--- src/rtl/pipeline_hazard_ctrl.sv ---
// pipeline_hazard_ctrl: central stall/flush controller for the 5-stage MIPS pipeline.
// Each cycle it selects one control rule: reset fill, memory freeze, branch flush,
// load-use/HI-LO stall, fetch wait or free run. It also tracks how long HI/LO is
// occupied by an in-flight multiply/divide.
// Optional build macro: HAZARD_STATS_EN adds saturating stall/flush event counters.
module pipeline_hazard_ctrl #(
  parameter int unsigned MUL_CYCLES = 4,
  parameter int unsigned DIV_CYCLES = 32,
  parameter int unsigned CNT_W      = 6
) (
  input  logic        i_Clk,
  input  logic        Reset,
  input  logic [4:0]  i_ID_Rs,
  input  logic [4:0]  i_ID_Rt,
  input  logic        i_ID_UseRs,
  input  logic        i_ID_UseRt,
  input  logic        i_ID_MdRead,
  input  logic        i_ID_MdOp,
  input  logic [4:0]  i_EX_Rd,
  input  logic        i_EX_MemRead,
  input  logic        i_EX_MdStart,
  input  logic        i_EX_MdIsDiv,
  input  logic        i_EX_BranchTaken,
  input  logic        i_IMem_Ready,
  input  logic        i_DMem_Ready,
  output logic        o_PC_WE_n,
  output logic        o_F_WE_n,
  output logic        o_F_CLR,
  output logic        o_D_CLR,
  output logic        o_E_WE_n,
  output logic        o_MD_Busy
`ifdef HAZARD_STATS_EN
  ,
  output logic [31:0] o_StallCnt,
  output logic [31:0] o_FlushCnt
`endif
);

  typedef enum logic [2:0] {
    RULE_RESET,
    RULE_FREEZE,
    RULE_FLUSH,
    RULE_HAZARD,
    RULE_IWAIT,
    RULE_RUN
  } rule_e;

  // Counter reload values: the start cycle itself is the first busy cycle in EX,
  // so the counter covers the remaining CYCLES-1.
  localparam logic [CNT_W-1:0] MUL_LOAD = CNT_W'(MUL_CYCLES - 1);
  localparam logic [CNT_W-1:0] DIV_LOAD = CNT_W'(DIV_CYCLES - 1);

  logic [CNT_W-1:0] md_cnt_q;
  logic [CNT_W-1:0] md_cnt_d;
  logic             md_pending;
  logic             rs_match;
  logic             rt_match;
  logic             lu_haz;
  logic             md_haz;
  logic             md_accept;
  rule_e            rule;

  // Hazard detection of the ID instruction against EX and the HI/LO counter
  always_comb begin
    md_pending = (md_cnt_q != '0);
    rs_match   = i_ID_UseRs & (i_ID_Rs == i_EX_Rd);
    rt_match   = i_ID_UseRt & (i_ID_Rt == i_EX_Rd);
    lu_haz     = i_EX_MemRead & (i_EX_Rd != 5'd0) & (rs_match | rt_match);
    md_haz     = (i_ID_MdRead | i_ID_MdOp) & (md_pending | i_EX_MdStart);
    // A start frozen in EX by a data-memory wait is taken only once, when it moves on
    md_accept  = i_EX_MdStart & i_DMem_Ready;
  end

  // Priority select: exactly one rule governs the pipeline each cycle
  always_comb begin
    if (Reset) begin
      rule = RULE_RESET;
    end else if (!i_DMem_Ready) begin
      rule = RULE_FREEZE;
    end else if (i_EX_BranchTaken) begin
      rule = RULE_FLUSH;
    end else if (lu_haz | md_haz) begin
      rule = RULE_HAZARD;
    end else if (!i_IMem_Ready) begin
      rule = RULE_IWAIT;
    end else begin
      rule = RULE_RUN;
    end
  end

  // Decode stage controls from the selected rule
  always_comb begin
    o_PC_WE_n = 1'b0;
    o_F_WE_n  = 1'b0;
    o_F_CLR   = 1'b0;
    o_D_CLR   = 1'b0;
    o_E_WE_n  = 1'b0;
    case (rule)
      RULE_RESET: begin
        o_F_CLR = 1'b1;
        o_D_CLR = 1'b1;
      end
      RULE_FREEZE: begin
        o_PC_WE_n = 1'b1;
        o_F_WE_n  = 1'b1;
        o_E_WE_n  = 1'b1;
      end
      RULE_FLUSH: begin
        o_F_CLR = 1'b1;
        o_D_CLR = 1'b1;
      end
      RULE_HAZARD: begin
        o_PC_WE_n = 1'b1;
        o_F_WE_n  = 1'b1;
        o_D_CLR   = 1'b1;
      end
      RULE_IWAIT: begin
        o_PC_WE_n = 1'b1;
        o_F_CLR   = 1'b1;
      end
      default: begin
        o_PC_WE_n = 1'b0;
      end
    endcase
    o_MD_Busy = md_pending;
  end

  // MD busy counter next state: reload on an accepted start, else count down
  always_comb begin
    md_cnt_d = md_cnt_q;
    if (md_accept) begin
      md_cnt_d = i_EX_MdIsDiv ? DIV_LOAD : MUL_LOAD;
    end else if (md_pending) begin
      md_cnt_d = md_cnt_q - CNT_W'(1);
    end
  end

  // MD busy counter register
  always_ff @(posedge i_Clk) begin
    if (Reset) begin
      md_cnt_q <= '0;
    end else begin
      md_cnt_q <= md_cnt_d;
    end
  end

`ifdef HAZARD_STATS_EN
  logic [31:0] stall_cnt_q;
  logic [31:0] stall_cnt_d;
  logic [31:0] flush_cnt_q;
  logic [31:0] flush_cnt_d;
  logic        is_stall;
  logic        is_flush;

  // Saturating event counters for stall and flush cycles
  always_comb begin
    is_stall    = (rule == RULE_FREEZE) | (rule == RULE_HAZARD) | (rule == RULE_IWAIT);
    is_flush    = (rule == RULE_FLUSH);
    stall_cnt_d = stall_cnt_q;
    flush_cnt_d = flush_cnt_q;
    if (is_stall && (stall_cnt_q != '1)) begin
      stall_cnt_d = stall_cnt_q + 32'd1;
    end
    if (is_flush && (flush_cnt_q != '1)) begin
      flush_cnt_d = flush_cnt_q + 32'd1;
    end
  end

  // Statistics registers
  always_ff @(posedge i_Clk) begin
    if (Reset) begin
      stall_cnt_q <= '0;
      flush_cnt_q <= '0;
    end else begin
      stall_cnt_q <= stall_cnt_d;
      flush_cnt_q <= flush_cnt_d;
    end
  end

  // Statistics outputs
  always_comb begin
    o_StallCnt = stall_cnt_q;
    o_FlushCnt = flush_cnt_q;
  end
`endif

endmodule

--- config.mk ---
export PLATFORM = sky130hd
export DESIGN_NAME = pipeline_hazard_ctrl
export DESIGN_NICKNAME = d
export VERILOG_FILES = /design/src/rtl/pipeline_hazard_ctrl.sv
export SDC_FILE = /design/constraint.sdc
export NUM_CORES = 1
export LEC_CHECK = 0
export BUFFER_PORTS_ARGS = -buffer_cell sky130_fd_sc_hd__buf_2
export CAP_MARGIN = 20
export CORE_AREA = 2 2 39 41
export CTS_CLUSTER_SIZE = 16
export DETAILED_ROUTE_END_ITERATION = 10
export DIE_AREA = 0 0 41 43
export HOLD_SLACK_MARGIN = 0.08
export PLACE_DENSITY = 0.8
export SLEW_MARGIN = 25
export SYNTH_ARGS = -nofsm -noshare
export SYNTH_HDL_FRONTEND = slang
export SYNTH_SLANG_ARGS = --single-unit
--- constraint.sdc ---
create_clock -name i_Clk -period 2.5 [get_ports i_Clk]
set_input_delay 0.75 -clock i_Clk [delete_from_list [all_inputs] [get_ports i_Clk]]
set_output_delay 0.75 -clock i_Clk [all_outputs]
set_load 0.01 [all_outputs]
==> impl_results.md, run 1 <==
- Status: finished, violations left
- Flops & latches, synth: 6
- Drt drc: 0
- Slew Limit Fails: 0
- Clock share of power: 13.5%
- Type of the tightest min-delay check: reg -> reg
- HPWL after DPL: 1.02 mm
- Share of the synthesized area in the top cell type: 24.5%
- Slew @ Worst Pin: approximately 0.39 ns
- CTS sink count: 6
- Period utilization: 107%
- Crit Path Category: in -> out
- Reg2reg setup slack: 1.11 ns
- Comb pwr share: 59.5%
- Hold Vio Cnt, Final: 0
- Commonest cells in the synthesized netlist: xnor2_1 (13), nand2_1 (10), dfxtp_1 (6), nor2_1 (6), a21oi_1 (5)
- Predominant post-synthesis flop cell: dfxtp_1
- Num rows: 14
- Layout cells sized above 1: 43.1%
- Clock Tree Buf Depth: 2
- Critical Path Start: i_EX_Rd[3]
- First-pass GRT wire length: ~2.1 mm
- Top Ports: 33
- Regs by FF count: md_cnt_q: 6 flops
- Max-Cap Viols: 0
- Initial Util: 35.4%
- Die Y: 43 um
- H-tree level count: 1
- Final worst slack: -0.179 ns
- Pin count of the biggest net entering global routing: 10
- Worst Skew: 0.00203 ns
- Yosys cell types: 21
- Routability cong.: 0.646
- Critical Path Start Type: input pin
- Final Critical Period: 2.68 ns
- Final net count: 133
- Antenna violations before repair: 0
- Total clock buffers created by CTS: 3
- Clk root buf: clkbuf_4
- DRT antenna net count: 0
- Clk_lat worst skew: around 0.24 ns
- Part of the Yosys area used for sequential elements: 24.5%
- Final Util: 55.6%
- Asr flop ratio synth: 0%
- Area leader, netlist: dfxtp_1
- Critical path endpoint: o_F_CLR
- Vias: slightly below 600
- Hold-fix buffers at CTS: 0
- Register share of total power: 26.9%
- Vias in the first global route: between 500 and 600
- Endpoints failing setup: 4
- Worst Path Max Fanout: 4
- Syn nets: 93
- Cells after synthesis: 64
- FF-to-FF Start: md_cnt_q[0]$_SDFFE_PP0P_
- PwrDens: 856 mW/mm^2
- Slew margin rel.: 74.3%
- Post-synth EDFFs: 0
- Core Footprint: ~0.0014 sq mm
- Port bufs: 32
- Gr usage total: 17.1%
- Drt wl/cell: 11.0 um
- Drt pass-1 iters: 4
- CTS tree: done
- Yosys Warn Count: 0
- WP data required: approximately 1.8 ns
- Switch share: 41.3%
- # diodes: 0
- Static Leak: 0.367 nW
- Max FFs per register: 6
- DR vias/cell: 4.91
- Critical path capture point type: primary output
- Most common cell in the netlist: xnor2_1
- Synth Cell Area: 490 sq um
- Failing checks: setup timing
- Non-Filler Instances: 118
- RSZ-0062 raised after global routing: yes
- Area growth syn-to-layout: 56.9%
- Total Wirelength: 1.30 mm
- Syn Area/Cell: 7.66 sq um
- Die area: 0.00176 sq mm
- Worst reg2reg path endpoint: md_cnt_q[3]$_SDFFE_PP0P_
- Initial detailed-routing violation count: 23
- NetSw: about 0.27 mW
- Biggest register: md_cnt_q
- Ranking of synthesized cells by area: dfxtp_1 (24%), xnor2_1 (23%), nand2_1 (7.7%)
- Placed Cells: 113
- Critical Path AT: 1.93 ns
- Pint: 0.387 mW
- R2r worst-path depth: 7
- GRT overflow: 0
- Die W: roughly 41 um
- Fmax: 0.373 GHz
- Maximum vdd drop: 393 uV
- Clock slew seen by the registers of the worst setup and hold paths: approximately 0.040 ns
worst max-delay path, cell delays in order:
cell      delay, ns
buf_8          0.10
or4_4          0.54
o211ai_4       0.23
a41o_1         0.19
buf_2          0.12
cell families (layout without fill, tap and decap cells):
| logic type | Yosys count | in the layout | synth area share, % |
|---|---|---|---|
| flops | 6 | 6 | 24.5 |
| buf+inv | 4 | 42 | 3.06 |
| xor+xnor | 15 | 15 | 26.8 |
| compound gates | 14 | 14 | 19.1 |
| simple gates | 23 | 23 | 21.4 |
| fa+ha+maj | 2 | 2 | 5.10 |
cell type report:
cell class,instances,area (sq um)
Clock buffer,3,22.5
Fill cell,130,614
Inverter,3,11.3
Multi-Input combinational cell,54,385
Sequential cell,6,120
Tap cell,16,20.0
Timing Repair Buffer,36,210
power groups by stage:
stage | Sequential, mW | Combinational, mW | Clock, mW
after floorplan | 0.172 | 0.267 | 0
after global placement | 0.177 | 0.366 | 0
after detailed placement | 0.179 | 0.377 | 0
after CTS | 0.177 | 0.387 | 0.0937
after global routing | 0.182 | 0.446 | 0.101
final | 0.178 | 0.392 | 0.0892
per-stage QoR:
step / TNS [ns] / worst slack, ns / instance area (sq um) / hold slack [ns] / total power [mW]
finish: -0.590 / -0.179 / 769 / 0.541 / 0.659
global route: -0.722 / -0.214 / 769 / 0.574 / 0.729
CTS: -0.602 / -0.177 / 743 / 0.544 / 0.658
detailed placement: -0.696 / -0.201 / 682 / 0.534 / 0.556
global placement: -0.536 / -0.161 / 682 / 0.527 / 0.543
floorplan: 0 / 0.0582 / 490 / 0.508 / 0.439
placed cells by master, fill, tap and decap left out, types with 2 or more instances in the layout:
cell type	netlist	routed
buf_2	0	30
xnor2_1	13	12
nand2_1	10	10
nor2_1	6	6
dfxtp_1	6	6
a21oi_1	5	5
buf_4	0	4
inv_1	3	3
clkbuf_4	0	3
nand3_1	2	2
nand4_1	2	2
a31oi_1	2	2
xor2_1	2	2
ha_1	2	2
buf_8	0	2
routing by layer:
layer	wire length, um	global-route usage, %
met5	0	0
met1	575	22.3
met2	663	26.9
met3	56	1.57
met4	0	8.00
what timing repair did:
action / 4_1_cts / 5_1_grt
resized for setup: 7 / 3
pin swaps: 4 / 4
buffers inserted: 1 / 1
endpoints found under the setup margin: 4 / 4
how the worst min path moves through the flow:
| stage | startpoint | endpoint | slack (ns) | cells after the start |
|---|---|---|---|---|
| 2_1_floorplan | md_cnt_q[5]$_SDFFE_PP0P_ | md_cnt_q[5]$_SDFFE_PP0P_ | 0.51 | 3 |
| 3_5_place_dp | md_cnt_q[5]$_SDFFE_PP0P_ | md_cnt_q[5]$_SDFFE_PP0P_ | 0.53 | 3 |
| 6_report | md_cnt_q[5]$_SDFFE_PP0P_ | md_cnt_q[5]$_SDFFE_PP0P_ | 0.54 | 3 |
| 4_1_cts | md_cnt_q[5]$_SDFFE_PP0P_ | md_cnt_q[5]$_SDFFE_PP0P_ | 0.54 | 3 |
| 5_1_grt | md_cnt_q[5]$_SDFFE_PP0P_ | md_cnt_q[5]$_SDFFE_PP0P_ | 0.57 | 3 |
| 3_3_place_gp | md_cnt_q[5]$_SDFFE_PP0P_ | md_cnt_q[5]$_SDFFE_PP0P_ | 0.53 | 3 |
Power figures use the tool's default switching activity.
==> inputs of run 2 (changes only) <==
CTS_BUF_LIST = sky130_fd_sc_hd__clkbuf_8 sky130_fd_sc_hd__clkbuf_16   (was default)
==> run 2 against run 1 <==
The run still ends with setup timing left. Worst setup slack better by 0.010 ns. Critical endpoint unchanged. Register-to-register slack worse by 0.03 ns. Critical path depth unchanged. Largest cell class unchanged. Fmax is 0.39% higher. Global-route usage up 0.62 points. Non-clock buffer count stayed put.
==> impl_results.md, run 2 (same netlist as run 1, synthesis figures left out) <==
- DP Area: 682 sq um
- Most common cell after layout, fill and taps aside: buf_2
- Max-Cap Viols: 0
- Post-route cell area: 788 sq um
- Gr usage total: about 18%
- Slew Limit Fails: 0
- Port bufs: 32
- HPWL after DPL: ~1.0 mm
- Die Y: 43 um
- Maximum vdd drop: 421 uV
- Slew @ Worst Pin: just under 0.4 ns
- Regs by FF count: md_cnt_q: 6 flops
- RSZ-0062 raised after global routing: yes
- Critical Path Start Type: input pin
- Drt pass-1 iters: 4
- Status: finished, violations left
- H-tree level count: 1
- Final Critical Period: between 2 and 3 ns
- Final worst slack: -0.169 ns
- Initial Util: 35.4%
- Biggest register: md_cnt_q
- CTS tree: done
- Clk_lat worst skew: 0.22 ns
- WP data required: approximately 1.8 ns
- Register Area: 120 sq um
- Die area: 0.00176 sq mm
- Total Wirelength: 1.41 mm
- Period utilization: 107%
- Hold Vio Cnt, Final: 0
- Area of the multi-input gates: 385 sq um
- Setup TNS Final: -0.556 ns
- Area growth syn-to-layout: 60.7%
- Critical Path AT: 1.92 ns
- Critical path capture point type: primary output
- Core Footprint: between 0.001 and 0.0015 sq mm
- Final Util: 57.0%
- Clk root buf: clkbuf_8
- DRT antenna net count: 0
- Drt drc: 0
- Vias in the first global route: about 560
- Placed Cells: 113
- Initial detailed-routing violation count: 17
- Drt wl/cell: ~12 um
- Most frequent cells in the layout: buf_2 (30), xnor2_1 (12), nand2_1 (10)
- Hold-fix buffers at CTS: 0
- PwrDens: 914 mW/mm^2
- Failing checks: setup timing
- Max FFs per register: 6
- Clock Tree Buf Depth: 2
- Routability cong.: roughly 0.65
- Type of the tightest min-delay check: reg -> reg
- DR vias/cell: 4.98
- Clock slew seen by the registers of the worst setup and hold paths: approximately 0.040 ns
- Pin count of the biggest net entering global routing: 10
- Non-Filler Instances: 118
- Vias: slightly below 600
- Worst Path Max Fanout: 4
- Endpoints failing setup: 4
- CTS sink count: 6
- Crit Path Category: in -> out
- Antenna violations before repair: 0
- Fill count: 136
- Num rows: 14
- # diodes: 0
- Static Leak: 0.375 nW
- Layout cells sized above 1: a little over two fifths
- Top Ports: 33
- GRT overflow: 0
- Slew margin rel.: between 70% and 80%
- Worst Skew: 0.000831 ns
- Total clock buffers created by CTS: 3
- First-pass GRT wire length: 2.13 mm
- Final net count: 133
- Power consumption: 0.721 mW
- Die W: 41 um
- Fmax: 0.375 GHz
-- run 2: cell counts in the layout (fill, tap and decap cells not counted) --
No cell type changed its count.
-- run 2: report_power, final --
group / switching [mW] / total [mW] / internal [mW]
clock: 0.0416 / 0.145 / 0.103
sequential: 0.0361 / 0.178 / 0.142
combinational: 0.206 / 0.398 / 0.192
total: 0.284 / 0.721 / 0.437
-- run 2: worst paths after layout --
check	from	cells after the start	to	slack (ns)
worst max-delay path	i_EX_Rd[3]	5	o_F_CLR	-0.17
worst min-delay path	md_cnt_q[5]$_SDFFE_PP0P_	3	md_cnt_q[5]$_SDFFE_PP0P_	0.54
worst max register to register	md_cnt_q[0]$_SDFFE_PP0P_	7	md_cnt_q[3]$_SDFFE_PP0P_	1.08
worst min register to register	md_cnt_q[5]$_SDFFE_PP0P_	3	md_cnt_q[5]$_SDFFE_PP0P_	0.54
-- run 2: timing repair --
action                     CTS  global route
pin swaps                    4             5
setup buffers                1             1
setup endpoints to repair    4             4
gates resized for setup      7             3
-- run 2: stage by stage --
stage / setup WS (ns) / hold slack [ns]
floorplan: 0.0582 / 0.508
global placement: -0.161 / 0.527
detailed placement: -0.201 / 0.534
CTS: -0.177 / 0.543
global route: -0.214 / 0.573
finish: -0.169 / 0.538
-- run 2: cell type report --
class / instances / share of cell area, %
inverter: 3 / 1.43
multi-input combinational: 54 / 48.9
sequential: 6 / 15.2
tap: 16 / 2.54
timing repair buffer: 36 / 26.7
clock buffer: 3 / 5.24
-- run 2: worst max-delay path: stages --
cell	delay [ns]
buf_8	0.10
or4_4	0.53
o211ai_4	0.22
a41o_1	0.19
buf_2	0.12
-- run 2: routing by layer --
metal	wire length (um)	global-route usage (%)	vias to the layer above	share of wire, %
met5	0	0	-	0
li1	-	-	298	-
met1	555	20.4	262	39
met3	89	1.57	0	6.3
met4	0	8.00	0	0
met2	767	30.6	28	54
==> inputs of run 3 (changes only) <==
clock period = 2.7 ns   (was 2.5 ns; I/O delays follow)
==> run 3 against run 2 <==
The flow still finishes with violations (setup timing). Sequential share of layout area up 0.68 points. Non-clock buffer count down 3. Clock power down 11%. Combinational power down 14%. Hold slack better by 0.0035 ns. Cell count down 2.5%. Design area down 4.3%. First-iteration DRC count down 65%. Critical endpoint unchanged. Largest power group unchanged.
==> impl_results.md, run 3 (same netlist as run 1, synthesis figures left out) <==
- DRT antenna net count: 0
- Antenna violations before repair: 0
- Setup TNS Final: -0.140 ns
- Critical Path Start Type: input pin
- Slew @ Worst Pin: 0.332 ns
- Regs by FF count: md_cnt_q: 6 flops
- Drt pass-1 iters: 4
- Initial Util: 35.4%
- Maximum vdd drop: 337 uV
- Worst Path Max Fanout: 4
- Hold-fix buffers at CTS: 0
- Vias: roughly 570
- CP max stage cell: or4_4
- GRT overflow: 0
- Clk_lat worst skew: 0.22 ns
- Worst reg2reg path endpoint: md_cnt_q[3]$_SDFFE_PP0P_
- Power consumption: 0.636 mW
- Drt wl/cell: 10.9 um
- Fmax: approximately 0.36 GHz
- Drt drc: 0
- R2r worst-path depth: 6
- Clock Tree Buf Depth: 2
- H-tree level count: 1
- # diodes: 0
- HPWL after DPL: 1.03 mm
- Final net count: 130
- Crit Path Category: in -> out
- Pin count of the biggest net entering global routing: 10
- Final worst slack: -0.0675 ns
- Hold slack: 0.541 ns
- Core Footprint: 0.00138 sq mm
- Critical path capture point type: primary output
- Biggest register: md_cnt_q
- RSZ-0062 raised after global routing: yes
- Hold path depth: 3
- PwrDens: 843 mW/mm^2
- Most common cell after layout, fill and taps aside: buf_2
- Die area: 0.00176 sq mm
- Most frequent cells in the layout: buf_2 (30), xnor2_1 (12), nand2_1 (10)
- Vias in the first global route: 575
- CTS tree: done
- Layout cells sized above 1: 40.4%
- Worst Hold End: md_cnt_q[5]$_SDFFE_PP0P_
- CTS sink count: 6
- DR vias/cell: ~5
- Endpoints failing setup: 4
- Status: finished, violations left
- Reg2reg setup slack: 1.30 ns
- Clock slew seen by the registers of the worst setup and hold paths: around 0.030 ns
- Initial detailed-routing violation count: 6
- CP cell instances: buf_8 -> or4_4 -> o211ai_4 -> a41o_1 -> buf_2
- Hold path startpoint: md_cnt_q[5]$_SDFFE_PP0P_
- Clk root buf: clkbuf_8
- FF-to-FF Start: md_cnt_q[0]$_SDFFE_PP0P_
- Gr usage total: 17.2%
- WP data required: between 1.5 and 2 ns
- Max-Cap Viols: 0
- Static Leak: 0.359 nW
- Total Wirelength: 1.25 mm
- Max FFs per register: 6
- First-pass GRT wire length: 2.10 mm
- Post-CTS setup buffers: 0
- Critical Path AT: roughly 2.0 ns
- Slew margin rel.: between 70 and 80%
- Die Y: ~43 um
- Final Util: 54.5%
- Routability cong.: approximately 0.63
- Area growth syn-to-layout: 53.8%
- Max incr delay on CP: 0.54 ns
- Die W: between 40 and 50 um
- Period utilization: 103%
- Type of the tightest min-delay check: reg -> reg
- Hold Vio Cnt, Final: 0
- Port bufs: 32
- Failing checks: setup timing
- Top Ports: 33
- Final Critical Period: 2.77 ns
- Slew Limit Fails: 0
- Num rows: 14
- Worst Skew: 0.00287 ns
- Total clock buffers created by CTS: 3
## run 3: worst max-delay path, delay by kind of cell
family / cells / cell delay, ns
AND/OR/NAND/NOR: 1 / 0.54
AO/OA/AOI/OAI: 2 / 0.39
buffers and inverters: 2 / 0.22
## run 3: how the worst max path moves through the flow
stage	to	from	slack [ns]	cells past startpoint
4_1_cts	o_F_CLR	i_EX_Rd[4]	-0.10	5
3_3_place_gp	o_F_CLR	i_EX_Rd[0]	-0.08	5
6_report	o_F_CLR	i_EX_Rd[4]	-0.07	5
5_1_grt	o_F_CLR	i_EX_Rd[4]	-0.11	5
3_5_place_dp	o_F_CLR	i_EX_Rd[0]	-0.11	5
2_1_floorplan	o_F_CLR	i_EX_Rd[0]	0.14	3
## run 3: area by class of cell
type | count | area, sq um
Multi-Input combinational cell | 54 | 378
Clock buffer | 3 | 41.3
Sequential cell | 6 | 120
Fill cell | 136 | 629
Tap cell | 16 | 20.0
Inverter | 3 | 11.3
Timing Repair Buffer | 33 | 184
## run 3: per-layer routing
layer | wire length [um] | global-route usage (%)
met5 | 0 | 0
met4 | 14 | 6.00
met3 | 65 | 3.14
met2 | 712 | 32.2
met1 | 458 | 17.2
## run 3: repair_timing
action / 4_1_cts / 5_1_grt
setup endpoints to repair: 4 / 4
resized for setup: 7 / 1
pin swaps: 4 / 3
hold endpoints to repair: 0 / 0
## run 3: power by group
| group | switching [mW] | internal [mW] |
|---|---|---|
| clock | 0.0340 | 0.0954 |
| combinational | 0.181 | 0.160 |
| sequential | 0.0341 | 0.131 |
## run 3: per-stage QoR
step / cell area [sq um] / instances / setup WS, ns
after floorplan: 490 / 64 / 0.138
after global placement: 674 / 112 / -0.0811
after detailed placement: 674 / 112 / -0.114
after CTS: 747 / 115 / -0.104
after global routing: 754 / 115 / -0.115
final: 754 / 115 / -0.0675
